===== src/rtl/invaders_pkg.sv =====
// Shared grid geometry, march timing constants, FSM state type and pixel-pitch helpers
// for the alien formation sequencer.
package invaders_pkg;

  localparam int unsigned NUM_ROWS    = 5;
  localparam int unsigned NUM_COLS    = 10;
  localparam int unsigned ALIEN_W     = 30;
  localparam int unsigned ALIEN_H     = 20;
  localparam int unsigned SPACE_W     = 10;
  localparam int unsigned SPACE_H     = 10;
  localparam int unsigned SCREEN_W    = 640;

  localparam int unsigned START_COL   = 20;
  localparam int unsigned START_ROW   = 40;
  localparam int unsigned STEP_X      = 4;
  localparam int unsigned DROP_Y      = 10;
  localparam int unsigned LAND_ROW    = 400;
  localparam int unsigned BASE_PERIOD = 30;
  localparam int unsigned MIN_PERIOD  = 2;

  localparam int unsigned GRID_W = NUM_ROWS * NUM_COLS;
  localparam int unsigned COL_W  = $clog2(NUM_COLS);
  localparam int unsigned ROW_W  = $clog2(NUM_ROWS);
  localparam int unsigned CNT_W  = 6;
  localparam int unsigned EDGE_W = 11;
  localparam int unsigned FCNT_W = 5;
  localparam int unsigned X_W    = 10;
  localparam int unsigned Y_W    = 9;

  typedef enum logic [1:0] {
    IDLE   = 2'd0,
    SCAN   = 2'd1,
    DECIDE = 2'd2
  } march_state_t;

  // Horizontal pixel offset of a grid column from the formation origin.
  function automatic logic [EDGE_W-1:0] pitch_x(input logic [COL_W-1:0] col);
    return EDGE_W'(col) * EDGE_W'(ALIEN_W + SPACE_W);
  endfunction

  // Vertical pixel offset of a grid row from the formation origin.
  function automatic logic [EDGE_W-1:0] pitch_y(input logic [ROW_W-1:0] row);
    return EDGE_W'(row) * EDGE_W'(ALIEN_H + SPACE_H);
  endfunction

endpackage


===== src/rtl/alien_grid_scanner.sv =====
// Column-serial scan of the live-alien mask: accumulates leftmost/rightmost live column,
// lowest live row and (with ALIEN_SPEEDUP_EN) the live-alien popcount.
module alien_grid_scanner
  import invaders_pkg::*;
(
  input  logic              clk,
  input  logic              rst_n,
  input  logic              start,
  input  logic              active,
  input  logic [GRID_W-1:0] grid,
  output logic [COL_W-1:0]  leftmost,
  output logic [COL_W-1:0]  rightmost,
  output logic [ROW_W-1:0]  lowest,
  output logic              any_alive,
`ifdef ALIEN_SPEEDUP_EN
  output logic [CNT_W-1:0]  count,
`endif
  output logic              done_c
);

  logic [COL_W-1:0]    col_idx;
  logic [NUM_COLS-1:0] rows [NUM_ROWS];
  logic [NUM_ROWS-1:0] col_bits;
  logic [ROW_W-1:0]    col_low;
`ifdef ALIEN_SPEEDUP_EN
  logic [CNT_W-1:0]    col_cnt;
`endif

  // Slice out the current column; the grid is sampled live each cycle.
  always_comb begin
    col_bits = '0;
    col_low  = '0;
    for (int r = 0; r < NUM_ROWS; r++) begin
      rows[r]     = grid[r*NUM_COLS +: NUM_COLS];
      col_bits[r] = rows[r][col_idx];
      if (col_bits[r]) begin
        col_low = ROW_W'(r);
      end
    end
  end

`ifdef ALIEN_SPEEDUP_EN
  always_comb begin
    col_cnt = '0;
    for (int r = 0; r < NUM_ROWS; r++) begin
      col_cnt = col_cnt + CNT_W'(col_bits[r]);
    end
  end
`endif

  assign done_c = active && (col_idx == COL_W'(NUM_COLS - 1));

  always_ff @(posedge clk or negedge rst_n) begin
    if (!rst_n) begin
      col_idx   <= '0;
      leftmost  <= '0;
      rightmost <= '0;
      lowest    <= '0;
      any_alive <= 1'b0;
`ifdef ALIEN_SPEEDUP_EN
      count     <= '0;
`endif
    end else if (start) begin
      col_idx   <= '0;
      leftmost  <= '0;
      rightmost <= '0;
      lowest    <= '0;
      any_alive <= 1'b0;
`ifdef ALIEN_SPEEDUP_EN
      count     <= '0;
`endif
    end else if (active) begin
      col_idx <= col_idx + COL_W'(1);
      // Columns arrive in ascending order, so the first live one is leftmost.
      if (|col_bits) begin
        if (!any_alive) begin
          leftmost <= col_idx;
        end
        rightmost <= col_idx;
        any_alive <= 1'b1;
        if (col_low > lowest) begin
          lowest <= col_low;
        end
      end
`ifdef ALIEN_SPEEDUP_EN
      count <= count + col_cnt;
`endif
    end
  end

endmodule


===== src/rtl/alien_march_ctrl.sv =====
// Per-frame alien formation march sequencer: scans the live grid, then steps or drops the origin.
// Optional macro ALIEN_SPEEDUP_EN: step period shrinks with the live-alien count.
module alien_march_ctrl
  import invaders_pkg::*;
(
  input  logic              Clk,
  input  logic              Reset_n,
  input  logic              FrameTick,
  input  logic              Restart,
  input  logic [GRID_W-1:0] Aliens_Grid,
  output logic [X_W-1:0]    AliensCol,
  output logic [Y_W-1:0]    AliensRow,
  output logic              DirRight,
  output logic              StepPulse,
  output logic              Landed,
  output logic              AllDead
);

  march_state_t      state, state_next;
  logic [FCNT_W-1:0] fcnt, fcnt_next;
  logic [FCNT_W-1:0] period_m1;
  logic [X_W-1:0]    col_next;
  logic [Y_W-1:0]    row_next;
  logic              dir_next, pulse_next, landed_next, dead_next;
  logic [EDGE_W-1:0] right_edge, left_edge, land_edge;

  logic              scan_start_c;
  logic              scan_done_c;
  logic [COL_W-1:0]  leftmost, rightmost;
  logic [ROW_W-1:0]  lowest;
  logic              any_alive;
`ifdef ALIEN_SPEEDUP_EN
  logic [CNT_W-1:0]  alive_cnt;
`endif

  assign scan_start_c = (state == IDLE) && FrameTick && !Restart;

  alien_grid_scanner u_scanner (
    .clk       (Clk),
    .rst_n     (Reset_n),
    .start     (scan_start_c),
    .active    (state == SCAN),
    .grid      (Aliens_Grid),
    .leftmost  (leftmost),
    .rightmost (rightmost),
    .lowest    (lowest),
    .any_alive (any_alive),
`ifdef ALIEN_SPEEDUP_EN
    .count     (alive_cnt),
`endif
    .done_c    (scan_done_c)
  );

  // Frames per step, minus one, as the terminal value of the frame counter.
`ifdef ALIEN_SPEEDUP_EN
  assign period_m1 = FCNT_W'(MIN_PERIOD - 1) + FCNT_W'(alive_cnt >> 1);
`else
  assign period_m1 = FCNT_W'(BASE_PERIOD - 1);
`endif

  always_ff @(posedge Clk or negedge Reset_n) begin
    if (!Reset_n) begin
      state <= IDLE;
    end else begin
      state <= state_next;
    end
  end

  always_comb begin
    state_next  = state;
    col_next    = AliensCol;
    row_next    = AliensRow;
    dir_next    = DirRight;
    pulse_next  = 1'b0;
    landed_next = Landed;
    dead_next   = AllDead;
    fcnt_next   = fcnt;
    right_edge  = EDGE_W'(AliensCol) + pitch_x(rightmost) + EDGE_W'(ALIEN_W + STEP_X);
    left_edge   = EDGE_W'(AliensCol) + pitch_x(leftmost);
    land_edge   = '0;

    case (state)
      IDLE: begin
        if (Restart) begin
          col_next    = X_W'(START_COL);
          row_next    = Y_W'(START_ROW);
          dir_next    = 1'b1;
          landed_next = 1'b0;
          dead_next   = 1'b0;
          fcnt_next   = '0;
        end else if (FrameTick) begin
          state_next = SCAN;
        end
      end

      SCAN: begin
        if (scan_done_c) begin
          state_next = DECIDE;
        end
      end

      DECIDE: begin
        state_next = IDLE;
        dead_next  = !any_alive;
        if (any_alive && !Landed) begin
          if (fcnt < period_m1) begin
            fcnt_next = fcnt + FCNT_W'(1);
          end else begin
            fcnt_next  = '0;
            pulse_next = 1'b1;
            // Hitting a screen edge turns the move into a drop and reverses direction.
            if (DirRight) begin
              if (right_edge > EDGE_W'(SCREEN_W)) begin
                row_next = AliensRow + Y_W'(DROP_Y);
                dir_next = 1'b0;
              end else begin
                col_next = AliensCol + X_W'(STEP_X);
              end
            end else begin
              if (left_edge < EDGE_W'(STEP_X)) begin
                row_next = AliensRow + Y_W'(DROP_Y);
                dir_next = 1'b1;
              end else begin
                col_next = AliensCol - X_W'(STEP_X);
              end
            end
          end
          land_edge = EDGE_W'(row_next) + pitch_y(lowest) + EDGE_W'(ALIEN_H);
          if (land_edge >= EDGE_W'(LAND_ROW)) begin
            landed_next = 1'b1;
          end
        end
      end

      default: begin
        state_next = IDLE;
      end
    endcase
  end

  always_ff @(posedge Clk or negedge Reset_n) begin
    if (!Reset_n) begin
      AliensCol <= X_W'(START_COL);
      AliensRow <= Y_W'(START_ROW);
      DirRight  <= 1'b1;
      StepPulse <= 1'b0;
      Landed    <= 1'b0;
      AllDead   <= 1'b0;
      fcnt      <= '0;
    end else begin
      AliensCol <= col_next;
      AliensRow <= row_next;
      DirRight  <= dir_next;
      StepPulse <= pulse_next;
      Landed    <= landed_next;
      AllDead   <= dead_next;
      fcnt      <= fcnt_next;
    end
  end

endmodule


===== config.mk =====
export PLATFORM = sky130hd
export DESIGN_NAME = alien_march_ctrl
export DESIGN_NICKNAME = d
export VERILOG_FILES = /design/src/rtl/invaders_pkg.sv /design/src/rtl/alien_grid_scanner.sv /design/src/rtl/alien_march_ctrl.sv
export SDC_FILE = /design/constraint.sdc
export NUM_CORES = 1
export LEC_CHECK = 0
export BUFFER_PORTS_ARGS = -buffer_cell sky130_fd_sc_hd__buf_2
export CAP_MARGIN = 20
export CORE_MARGIN = 4
export CORE_UTILIZATION = 62
export CTS_BUF_LIST = sky130_fd_sc_hd__clkbuf_16
export DETAILED_ROUTE_END_ITERATION = 16
export GPL_TIMING_DRIVEN = 0
export PLACE_DENSITY = 0.88
export SETUP_SLACK_MARGIN = 0.3
export SLEW_MARGIN = 15
export SYNTH_ARGS = -nofsm -noshare
export SYNTH_HDL_FRONTEND = slang
export SYNTH_SLANG_ARGS = --single-unit

===== constraint.sdc =====
create_clock -name Clk -period 10.8 [get_ports Clk]
set_input_delay 1.08 -clock Clk [delete_from_list [all_inputs] [get_ports Clk]]
set_output_delay 1.08 -clock Clk [all_outputs]
set_load 0.01 [all_outputs]

* Yosys cells after proc, flatten, opt, wreduce, memory -nomap -nowiden
Cells that the tools add are included.
** Storage, ports and cells
- Bits of input ports :: 54
- Logic and storage cells :: 136
- Output and inout port bits :: 23
- Register bits after elaboration :: 46
** Operators by class
- Equality and inequality tests :: 13
- Add/sub/neg operators :: 10
- Multiplexer cells :: 69
- Reduce and logical (&&, ||, !) cells :: 22
- Multipliers :: 3
- $lt $le $gt $ge :: 6
** Operators with widths (count)
- $mux W9 :: 8
- $mux W10 :: 6
- $mux W4 :: 9
- $add A10 B10 Y11 :: 2
- $mux W1 :: 21
- $mux W3 :: 7
- $bmux W1 S4 :: 5
- $pmux W10 S2 :: 1
- $pmux W9 S2 :: 1
- $ne A2 B2 Y1 const B :: 8
- $mux W5 :: 3
- $mul A4 B3 Y7 const B :: 2
- $reduce_and A3 Y1 :: 4
- $add A10 B5 Y11 const B :: 1
- $add A11 B6 Y11 const B :: 1
- $ge A11 B9 Y1 const B :: 1
- $gt A11 B10 Y1 const B :: 1
- $lt A11 B3 Y1 const B :: 1
- $add A10 B3 Y10 const B :: 1
- $add A9 B8 Y10 :: 1
- $pmux W5 S2 :: 1
- $sub A10 B3 Y10 const B :: 1
- $add A9 B4 Y9 const B :: 1
- $reduce_and A4 Y1 :: 2
- other kinds (20) :: 34

* Depth between registers and ports, before layout
- Depth after elaboration :: 15
- Depth in mapped cells :: 25
- Mapped depth without buffers :: 24

* Cells and area by module
A second synthesis with hierarchy kept.
** Second synthesis, totals
- Cells, all modules :: 484
- Area, all modules :: 4469.3 µm²
** Modules (own cells, without submodules)
- alien_march_ctrl :: cells an instance 335, times used 1, sequential area each 681.9 µm², area each 3006.6 µm²
- alien_grid_scanner :: cells an instance 149, times used 1, sequential area each 400.4 µm², area each 1462.7 µm²

* Least setup slack after synthesis
OpenSTA, ideal clock, no wires.
- Kind :: register -> register
- From :: reg u_scanner.rightmost[1]
- To :: reg Landed
- Period minus slack after synthesis :: 5.482 ns
- Buffers on the path :: 1
- Slack :: 5.318 ns
- Arrival :: 5.353 ns
- Required time :: 10.671 ns
- Library setup time :: 0.129 ns
- Cell stages (with the launch flop) :: 25
- Cells stage by stage :: dfrtp_1 > ha_1 > ha_1 > fa_1 > ha_1 > ha_1 > a21oi_1 > o221ai_1 > or3b_2 > a211oi_2 > or2_1 > buf_2 > mux2i_1 > ha_1 > inv_1 > ha_1 > inv_1 > fa_1 > inv_1 > a21oi_1 > o21bai_1 > nand3_1 > and3_1 > o211ai_1 > a31oi_1
** On the way
- Longest elaborated chain between the ends :: 14
** RTL lines
- start, declared :: line alien_grid_scanner.sv:12 : output logic [COL_W-1:0] rightmost,
- start signal, assigned :: line alien_grid_scanner.sv:79 : rightmost <= col_idx;
- $mul A4 B3 Y7 :: line invaders_pkg.sv:38 : return EDGE_W'(col) * EDGE_W'(ALIEN_W + SPACE_W);
- $add A10 B10 Y11 :: line alien_march_ctrl.sv:78 : right_edge = EDGE_W'(AliensCol) + pitch_x(rightmost) + EDGE_W'(ALIEN_W + STEP_X);
- $add A11 B6 Y11 :: line alien_march_ctrl.sv:78
- $gt A11 B10 Y1 :: line alien_march_ctrl.sv:113 : if (right_edge > EDGE_W'(SCREEN_W)) begin
- $mux W9 :: line alien_march_ctrl.sv:113
- $mux W9 :: line alien_march_ctrl.sv:112 : if (DirRight) begin
- $mux W9 :: line alien_march_ctrl.sv:106 : if (fcnt < period_m1) begin
- $mux W9 :: line alien_march_ctrl.sv:105 : if (any_alive && !Landed) begin
- $mux W9 :: line alien_march_ctrl.sv:82 : case (state)
- $add A9 B8 Y10 :: line alien_march_ctrl.sv:128 : land_edge = EDGE_W'(row_next) + pitch_y(lowest) + EDGE_W'(ALIEN_H);
- $add A10 B5 Y11 :: line alien_march_ctrl.sv:128
- $ge A11 B9 Y1 :: line alien_march_ctrl.sv:129 : if (land_edge >= EDGE_W'(LAND_ROW)) begin
- $ne A2 B2 Y1 (no line)
- $reduce_and A4 Y1 (no line)
- end signal, assigned :: line alien_march_ctrl.sv:155 : Landed <= landed_next;
- end, declared :: line alien_march_ctrl.sv:15 : output logic Landed,
No other way between the ends. The select of a mux whose other input is x is not followed.
A chain may end at the register's enable or synchronous reset.

* Worst setup path after layout
Same ends and word-level chain as after synthesis.

==> impl_metrics.json <==
{
  "status": "complete, no violations",
  "ys_ff_latch": 43,
  "hold_class": "reg2reg",
  "cap_viol_max_count": 0,
  "swShare_pct": 45.4,
  "fillers": 457,
  "drive_above_1_share_pct": 19.6,
  "numCtsBuffers": 5,
  "drtAntennaViolNets": 0,
  "cp_cell_sequence": "ha_1 -> ha_1 -> fa_1 -> ha_1 -> ha_1 -> a21oi_1 -> o221ai_1 -> or3b_2 -> a211oi_2 -> or2_1 -> buf_2 -> mux2i_1 -> ha_1 -> inv_1 -> ha_1 -> inv_1 -> fa_1 -> inv_1 -> a21oi_1 -> o21bai_1 -> nand3_1 -> and3_1 -> o211ai_1 -> a31oi_1",
  "clk_path_buf_depth": 2,
  "final_core_util_pct": 74.7,
  "combPwrFrac_pct": 65.4,
  "seq_area_um2": 1080,
  "min_period_ps": 6220,
  "wl_mm": 9.95,
  "die_area_um2": 8060,
  "ys_seq_area_share_pct": 26.1,
  "hpwl_mm": 7.70,
  "finalWeightedCongestion": 0.861,
  "dp_cells": 608,
  "syn_to_final_growth_pct": 15.8,
  "postCtsHoldBufs": 0,
  "drcViolationCount": 0,
  "fin_nets": 662,
  "startpoint_type": "flip-flop",
  "tns_ps": 0,
  "clock-sinks": 43,
  "cts_resized": 0,
  "rows": 29,
  "h-tree-depth": 2,
  "vias": 3697,
  "avgSynthCellArea_um2": 9.09,
  "fin_cells": 617,
  "multi_input_area_um2": 2880,
  "cts_setup_buffers": 0,
  "drt-initial-drc-count": 193,
  "worst_pin_slew_ps": 731,
  "diodes": 0,
  "synthCells": 456,
  "dp_slack_ps": 4710,
  "ir_worst_vdd_mv": 0.296,
  "first_pass_iters": 4,
  "skew_ps": 6.29,
  "cp_slowest_cell": "or3b_2",
  "max_clock_freq_ghz": 0.161,
  "grt_pass1_wl_mm": 17.3,
  "core_area_um2": 6420,
  "clkLatencyLatePin_ps": 290,
  "fp.dieW_um": 89.8,
  "crit_type": "reg2reg",
  "rsz0062_at_grt": "no",
  "grt_pass1_vias": 3770,
  "cts_tree": "built",
  "power.switching_mw": 0.530,
  "required_ps": 10960,
  "worst-path-max-fanout": 10,
  "stdcell_area_um2": 4800,
  "io_buffers": 73,
  "via_per_inst": 5.99,
  "synth_flop_cell": "dfrtp_1",
  "finalHoldViolations": 0,
  "start_util_pct": 64.5,
  "power.total_mw": 1.17,
  "grt_usage_pct": 25.2,
  "crit_top_cell": "ha_1",
  "root_buffer": "clkbuf_16",
  "crit_start": "u_scanner.rightmost[1]$_DFFE_PN0P_",
  "synthArstFlopShare_pct": 100,
  "critical-path-max-stage-delay_ps": 550,
  "io_pins": 77,
  "cts.reportedPaths.clkPinSlew_ps": 60,
  "cp.arrival_ps": 6380,
  "synth-edff-count": 0,
  "yosys_warnings": 0,
  "clkPwrFrac_pct": 14.8,
  "min_from": "fcnt[4]$_DFFE_PN0P_",
  "period_share_pct": 57.6,
  "gr-total-overflow": 0,
  "antenna_found_initial": 0,
  "leakagePower_nw": 2.49,
  "relSlewSlack_pct": 51.2,
  "r2r-start": "u_scanner.rightmost[1]$_DFFE_PN0P_",
  "drv_slew": 0,
  "hold_slack_ps": 496,
  "p_int_mw": 0.637,
  "synth.distinct_cells": 60,
  "setup_viol": 0,
  "finalWorstSetupSlack_ps": 4580,
  "die_h_um": 89.8,
  "wl_per_cell_um": 16.1,
  "power.density_nw_per_um2": 243,
  "grt_max_degree": 44,
  "placed_cell_area_um2": 4610,
  "end_kind": "flip-flop",
  "seq_power_share_pct": 19.8,
  "netlist_area_um2": 4140
}
==> logic make-up after synthesis <==
logic type	share of synthesized area, %
buffers and inverters	4.47
xor gates and xnor gates	4.86
other	0.0905
adders and majority gates	22.3
DFF	26.1
and+or+nand+nor	15.5
muxes	8.21
AOI/OAI and AO/OA	18.5
==> worst max-delay path: cells and delay by family, from the launching register on <==
kind | cells | cell delay, ps
simple gates | 4 | 1030
flops | 1 | 420
fa+ha+maj | 8 | 2460
compound gates | 7 | 1530
mux | 1 | 250
buf+inv | 4 | 420
==> path summary, 6_finish.rpt <==
path | cells past startpoint | endpoint | slack [ps]
setup / recovery | 24 | Landed$_DFFE_PN0P_ | 4580
hold / removal | 1 | fcnt[4]$_DFFE_PN0P_ | 500
setup reg to reg | 24 | Landed$_DFFE_PN0P_ | 4580
hold reg to reg | 1 | fcnt[4]$_DFFE_PN0P_ | 500
max in group asynchronous | 2 | AliensRow[5]$_DFFE_PN1P_ | 9600
min in group asynchronous | 1 | fcnt[3]$_DFFE_PN0P_ | 660
==> flip-flops by register name (all words and copies together), names as in the netlist, 2 cells and up <==
register and count:
AliensCol 8, AliensRow 8, u_scanner.col_idx 4, state 2, u_scanner.lowest 3, u_scanner.leftmost 4
fcnt 5, u_scanner.rightmost 4
==> synthesized netlist by cell type (5+ instances only) <==
master	instances	area share (%)
nand2_1	44	4.0
dfstp_2	5	3.2
clkbuf_1	5	0.45
o211ai_1	5	0.91
nand2b_1	5	0.75
dfrtp_1	38	23
o21ai_0	31	3.7
ha_1	61	18
o22ai_1	6	0.91
and3_1	6	0.91
nor2_1	27	2.4
mux2i_1	25	6.0
nor3_1	10	1.2
nand3_1	9	1.1
fa_1	8	3.9
o31ai_1	5	0.91
nor2b_1	9	1.4
inv_1	31	2.8
a21o_1	9	1.6
xor2_1	12	2.5
xnor2_1	11	2.3
a21oi_1	21	2.5
==> per-layer routing <==
layer / global-route usage [%] / wire length, um / vias to the layer above
li1: - / - / 1817
met4: 6.26 / 128 / 0
met3: 4.01 / 435 / 16
met5: 0 / 0 / -
met2: 44.5 / 5140 / 95
met1: 32.2 / 4240 / 1769
==> cell type report <==
| class | instances | share of cell area [%] |
|---|---|---|
| buffer | 13 | 1.36 |
| clock buffer | 5 | 2.61 |
| clock inverter | 3 | 0.860 |
| inverter | 32 | 2.50 |
| multi-input combinational | 370 | 60.1 |
| sequential | 43 | 22.5 |
| tap | 77 | 2.01 |
| timing repair buffer | 74 | 8.03 |
==> cell usage in the layout (no fill, tap or decap), types with 3 or more instances in the layout <==
cell type and instances:
nor2b_1 9, buf_4 3, a31oi_1 3, nor3_1 10, clkbuf_1 5, nor4_1 3
xnor2_1 11, o22a_1 3, inv_1 32, xor2_1 12, o2111ai_1 4, or2_2 3
nand3_1 9, clkbuf_16 5, a21oi_1 21, and3_1 6, o21ai_0 31, nand2b_1 5
conb_1 3, mux2i_1 25, ha_1 61, dfrtp_1 38, o22ai_1 6, a211oi_1 3
nor2_1 27, a2bb2oi_1 3, fa_1 8, o31ai_1 5, dfstp_2 5, buf_2 77
nand2_1 44, o21bai_1 4, a22oi_1 3, or4_1 3, a21o_1 9, mux4_2 4
o211ai_1 5
==> power by group through the flow <==
stage | combinational, mW | clock, mW | sequential, mW
finish | 0.763 | 0.173 | 0.231
detailed placement | 0.753 | 0 | 0.233
global placement | 0.708 | 0 | 0.231
global route | 0.874 | 0.183 | 0.236
floorplan | 0.609 | 0 | 0.222
CTS | 0.764 | 0.173 | 0.231
(Power assumes the default switching activity.)
